File: src/rtl/dual_regfile.sv
// Dual-write MIPS-style register file: r1..r31 plus HI/LO, fed by two writeback slots.
// Four combinational read ports; slot 2 (younger) wins every same-edge conflict.
module dual_regfile #(
  parameter bit BYPASS = 1'b1
) (
  input  logic         clk,
  input  logic         rst,
  input  logic [207:0] wb_to_rf_bus,
  input  logic [4:0]   raddr_a1,
  input  logic [4:0]   raddr_b1,
  input  logic [4:0]   raddr_a2,
  input  logic [4:0]   raddr_b2,
  output logic [31:0]  rdata_a1,
  output logic [31:0]  rdata_b1,
  output logic [31:0]  rdata_a2,
  output logic [31:0]  rdata_b2,
  output logic [31:0]  hi_o,
  output logic [31:0]  lo_o
);

  logic [31:0] rf_wdata1, rf_wdata2;
  logic [4:0]  rf_waddr1, rf_waddr2;
  logic        rf_we1, rf_we2;
  logic [31:0] hi_wdata1, lo_wdata1, hi_wdata2, lo_wdata2;
  logic        hi_we1, lo_we1, hi_we2, lo_we2;

  logic [31:0] regs [32];
  logic [31:0] hi_reg, lo_reg;

  // Each slot occupies 104 bits: {hi_we, lo_we, hi_wdata, lo_wdata, rf_we, rf_waddr, rf_wdata}
  assign rf_wdata1 = wb_to_rf_bus[31:0];
  assign rf_waddr1 = wb_to_rf_bus[36:32];
  assign rf_we1    = wb_to_rf_bus[37];
  assign lo_wdata1 = wb_to_rf_bus[69:38];
  assign hi_wdata1 = wb_to_rf_bus[101:70];
  assign lo_we1    = wb_to_rf_bus[102];
  assign hi_we1    = wb_to_rf_bus[103];

  assign rf_wdata2 = wb_to_rf_bus[135:104];
  assign rf_waddr2 = wb_to_rf_bus[140:136];
  assign rf_we2    = wb_to_rf_bus[141];
  assign lo_wdata2 = wb_to_rf_bus[173:142];
  assign hi_wdata2 = wb_to_rf_bus[205:174];
  assign lo_we2    = wb_to_rf_bus[206];
  assign hi_we2    = wb_to_rf_bus[207];

  function automatic logic [31:0] read_port(
    input logic [4:0]  addr,
    input logic [31:0] stored,
    input logic        we1,
    input logic [4:0]  a1,
    input logic [31:0] d1,
    input logic        we2,
    input logic [4:0]  a2,
    input logic [31:0] d2
  );
    logic [31:0] val;
    if (addr == 5'd0) begin
      val = 32'd0;
    end else if (BYPASS && we2 && (a2 == addr)) begin
      val = d2;
    end else if (BYPASS && we1 && (a1 == addr)) begin
      val = d1;
    end else begin
      val = stored;
    end
    return val;
  endfunction

  // Later slot-2 assignments override slot 1 on the same edge; r0 is never written.
  always_ff @(posedge clk or posedge rst) begin
    if (rst) begin
      for (int i = 0; i < 32; i++) begin
        regs[i] <= 32'd0;
      end
      hi_reg <= 32'd0;
      lo_reg <= 32'd0;
    end else begin
      if (rf_we1 && (rf_waddr1 != 5'd0)) begin
        regs[rf_waddr1] <= rf_wdata1;
      end
      if (rf_we2 && (rf_waddr2 != 5'd0)) begin
        regs[rf_waddr2] <= rf_wdata2;
      end
      if (hi_we2) begin
        hi_reg <= hi_wdata2;
      end else if (hi_we1) begin
        hi_reg <= hi_wdata1;
      end
      if (lo_we2) begin
        lo_reg <= lo_wdata2;
      end else if (lo_we1) begin
        lo_reg <= lo_wdata1;
      end
    end
  end

  // GPR read ports with optional same-cycle forwarding
  always_comb begin
    rdata_a1 = read_port(raddr_a1, regs[raddr_a1], rf_we1, rf_waddr1, rf_wdata1,
                         rf_we2, rf_waddr2, rf_wdata2);
    rdata_b1 = read_port(raddr_b1, regs[raddr_b1], rf_we1, rf_waddr1, rf_wdata1,
                         rf_we2, rf_waddr2, rf_wdata2);
    rdata_a2 = read_port(raddr_a2, regs[raddr_a2], rf_we1, rf_waddr1, rf_wdata1,
                         rf_we2, rf_waddr2, rf_wdata2);
    rdata_b2 = read_port(raddr_b2, regs[raddr_b2], rf_we1, rf_waddr1, rf_wdata1,
                         rf_we2, rf_waddr2, rf_wdata2);
  end

  // HI/LO outputs, forwarded independently at the same slot priority as the write
  always_comb begin
    hi_o = hi_reg;
    lo_o = lo_reg;
    if (BYPASS && hi_we2) begin
      hi_o = hi_wdata2;
    end else if (BYPASS && hi_we1) begin
      hi_o = hi_wdata1;
    end else begin
      hi_o = hi_reg;
    end
    if (BYPASS && lo_we2) begin
      lo_o = lo_wdata2;
    end else if (BYPASS && lo_we1) begin
      lo_o = lo_wdata1;
    end else begin
      lo_o = lo_reg;
    end
  end

endmodule

File: config.mk
export PLATFORM = sky130hd
export DESIGN_NAME = dual_regfile
export DESIGN_NICKNAME = d
export VERILOG_FILES = /design/src/rtl/dual_regfile.sv
export SDC_FILE = /design/constraint.sdc
export NUM_CORES = 2
export LEC_CHECK = 0
export ABC_AREA = 0
export CAP_MARGIN = 15
export CELL_PAD_IN_SITES_DETAIL_PLACEMENT = 1
export CELL_PAD_IN_SITES_GLOBAL_PLACEMENT = 1
export CORE_MARGIN = 1
export CORE_UTILIZATION = 47
export DETAILED_ROUTE_END_ITERATION = 16
export PLACE_DENSITY = 0.74
export SLEW_MARGIN = 20
export SYNTH_ARGS = -nofsm -noshare
export SYNTH_HDL_FRONTEND = slang
export SYNTH_SLANG_ARGS = --single-unit
File: constraint.sdc
create_clock -name clk -period 49.2 [get_ports clk]
set_clock_uncertainty 0.2 [all_clocks]
set_input_delay 7.38 -clock clk [delete_from_list [all_inputs] [get_ports clk]]
set_output_delay 7.38 -clock clk [all_outputs]
set_load 0.01 [all_outputs]
==> impl_metrics.env <==
export IMPL_initial_core_util_pct=47.4
export IMPL_synth_fp_nets=8218
export IMPL_die_w_um=427
export IMPL_slew_headroom_pct=10.5
export IMPL_track_usage_pct=48.6
export IMPL_p_leak_nw=38.8
export IMPL_min_period_over_period_pct=41.8
export IMPL_first_pass_iters=8
export IMPL_antenna_found_initial=33
export IMPL_path_clk_slew_ns=0.06
export IMPL_vias_per_cell=8.09
export IMPL_routabilityCongestion=0.993
export IMPL_io_pins=422
export IMPL_synth_top_area_share_pct=32.1
export IMPL_path_buf_inv=5
export IMPL_antenna_left=0
export IMPL_portBuffers=421
export IMPL_core_area_um2=179000
export IMPL_drc=0
export IMPL_gr_total_overflow=0
export IMPL_cap_violations=0
export IMPL_start_kind="input pin"
export IMPL_outcome="finished, final reports clean"
export IMPL_fin_total_pwr_mw=3.82
export IMPL_synthCells=7988
export IMPL_cts_root_buf="clkbuf_16"
export IMPL_async_reset_ff_share_pct=100
export IMPL_ys_seq_area_share_pct=32.1
export IMPL_avgRoutedWirePerCell_um=43.5
export IMPL_drive_gt1_share_pct=21.9
export IMPL_grt_max_degree=148
export IMPL_tightest_slew_ns=1.33
export IMPL_yosysWarnings=0
export IMPL_crit_top_cell="buf_4"
export IMPL_largest_reg_flops=1024
export IMPL_crit_family="buffers and inverters"
export IMPL_hp_class="flip-flop to flip-flop"
export IMPL_synthFlopType="dfrtp_1"
export IMPL_postCtsHoldBufs=0
export IMPL_post_cts_setup_buffers=0
export IMPL_nets=7994
export IMPL_drt_iter0_markers=13900
export IMPL_drv_slew=0
export IMPL_critPathMaxFanout=60
export IMPL_p_per_area_nw_per_um2=40.0
export IMPL_peakVddDrop_v=0.0000449
export IMPL_synth_area_um2=84800
export IMPL_rows=155
export IMPL_endpoint_kind="output port"
export IMPL_yosys_top_cells_area="dfrtp_1 32%, mux4_2 21%, mux2i_1 15%"
export IMPL_synth_seq_cells=1088
export IMPL_area_growth_pct=12.5
export IMPL_cts_made_buffers=139
export IMPL_crit_type="input pin to output port"
export IMPL_required_ns=41.62
export IMPL_rsz0062_at_grt="false"
export IMPL_hpwlAfterDp_um=258000
export IMPL_whs_ns=0.244
export IMPL_cts_repair_resized=0
export IMPL_clk_latency_ns=0.85
export IMPL_crit_path_max_incr_delay_ns=0.84
export IMPL_worstPathArrival_ns=12.98
export IMPL_synth_edff_count=0
export IMPL_cts_sinks=1088
export IMPL_max_freq_mhz=48.6
export IMPL_tns_ns=0
export IMPL_dieArea_um2=182000
export IMPL_critPathSlowestCell="buf_4"
export IMPL_path_cells="buf_8 -> buf_4 -> buf_4 -> buf_4 -> mux4_2 -> a22oi_1 -> and3_1 -> nor4_2 -> a221o_1 -> clkdlybuf4s50_1"
export IMPL_period_needed_ns=20.56
export IMPL_grt_pass1_vias=83300
export IMPL_htree_levels=4
export IMPL_setup_viol=0
export IMPL_hold_viol_final=0
export IMPL_cts_tree="built"
export IMPL_syn_area_per_cell_um2=10.6
export IMPL_fillCellCount=18700
export IMPL_vias=83000
export IMPL_clock_tree_buffer_depth=3
export IMPL_grt_first_pass_wirelength_um=627000
export IMPL_synth_area_leader_cell="dfrtp_1"
export IMPL_dieHeight_um=427
export IMPL_drt_wl_total_um=446000
export IMPL_synth_distinct_cells=54
[Yosys cell counts (111+ instances only)]
| library cell | n |
|---|---|
| mux2_2 | 268 |
| a21oi_1 | 650 |
| nand2_1 | 551 |
| buf_2 | 200 |
| a221o_1 | 128 |
| buf_1 | 145 |
| o21ai_0 | 425 |
| a221oi_1 | 157 |
| a32oi_1 | 111 |
| clkbuf_1 | 686 |
| dfrtp_1 | 1088 |
| mux4_2 | 778 |
| o221ai_1 | 124 |
| nor2_1 | 691 |
| mux2i_1 | 1296 |
[final timing paths]
check                                  from          end  slack, ns  cells after the start
worst max-delay path            raddr_a1[0]  rdata_a1[8]      28.64                     10
worst min-delay path             regs[1020]   regs[1020]       0.24                      0
worst max register to register    lo_reg[0]    lo_reg[0]      47.92                      2
worst min register to register   regs[1020]   regs[1020]       0.24                      0
max in group asynchronous               rst    regs[604]      38.10                      6
min in group asynchronous               rst   hi_reg[24]       6.91                      2
[layout by cell type (no fill, tap or decap), types with 8 or more instances in the layout]
cell and instances:
nor4_1 83, a2111oi_1 17, a2111oi_0 10, clkbuf_1 30
nor2b_1 10, o221ai_1 124, nor2_4 28, clkdlybuf4s50_1 399
buf_4 295, dfrtp_1 1088, and3_1 58, nand4_1 12
a221o_1 128, xnor2_1 29, nand2_1 527, clkbuf_8 36
a221oi_1 157, buf_12 8, clkinv_2 17, mux4_2 778
a32oi_1 111, bufinv_16 13, mux2_2 268, xor2_1 11
clkbuf_16 140, diode_2 28, nor3_2 9, nor2_1 661
mux2i_1 1296, a22oi_1 63, nand2_4 18, o21ai_0 425
a21oi_1 650, a211oi_1 80, a2111oi_2 8, a22o_1 65
o211a_1 30, o22ai_1 38, nor4_2 19
[power by group]
| part | total (mW) | leakage [nW] | switching, mW | internal [mW] |
|---|---|---|---|---|
| logic | 1.27 | 23.2 | 0.608 | 0.660 |
| registers | 1.44 | 13.2 | 0.321 | 1.12 |
| clock network | 1.11 | 2.35 | 0.464 | 0.649 |
[cell families (layout without fill, tap and decap cells)]
group | Yosys count | after routing | synth area share [%]
AO/OA/AOI/OAI | 1914 | 1914 | 14.9
XOR/XNOR | 40 | 40 | 0.413
AND/OR/NAND/NOR | 1507 | 1507 | 7.50
flip-flops | 1088 | 1088 | 32.1
multiplexers | 2342 | 2342 | 39.5
other | 0 | 28 | 0
buffers and inverters | 1097 | 985 | 5.54
[worst reg2reg max path: cells and delay by family (launching register included)]
kind               cells  cell delay, ns
muxes                  1            0.06
AOI/OAI and AO/OA      1            0.54
DFF                    1            0.32
[through the flow]
step / setup WS (ns) / utilization [%] / std cells / area, um^2
2_1_floorplan: 10.99 / - / 7988 / 84800
3_3_place_gp: 28.81 / 50.5 / 9970 / 90300
3_5_place_dp: 28.83 / 50.5 / 9973 / 90400
4_1_cts: 28.81 / 53.2 / 10200 / 95200
5_1_grt: 28.51 / 53.3 / 10200 / 95400
6_report: 28.64 / 53.4 / 10300 / 95400
[per-layer routing]
| layer | vias to the layer above | routed length, um | global-route usage [%] |
|---|---|---|---|
| li1 | 30400 | - | - |
| met1 | 41800 | 146000 | 56.8 |
| met2 | 8008 | 181000 | 66.5 |
| met3 | 2800 | 68000 | 21.9 |
| met4 | 36 | 50500 | 44.1 |
| met5 | - | 494 | 0.582 |
[cell type report]
cell class	instances	area (um^2)	share of cell area, %
diodes	28	70.1	0.0734
clock buffers	206	4110	4.31
clock inverters	47	683	0.716
inverters	10	46.3	0.0485
multi-input cells	5803	53700	56.3
flip-flops and latches	1088	27200	28.5
well taps	2355	2950	3.09
repair buffers	722	6650	6.97
No activity file was read; power rests on OpenSTA's default activity.
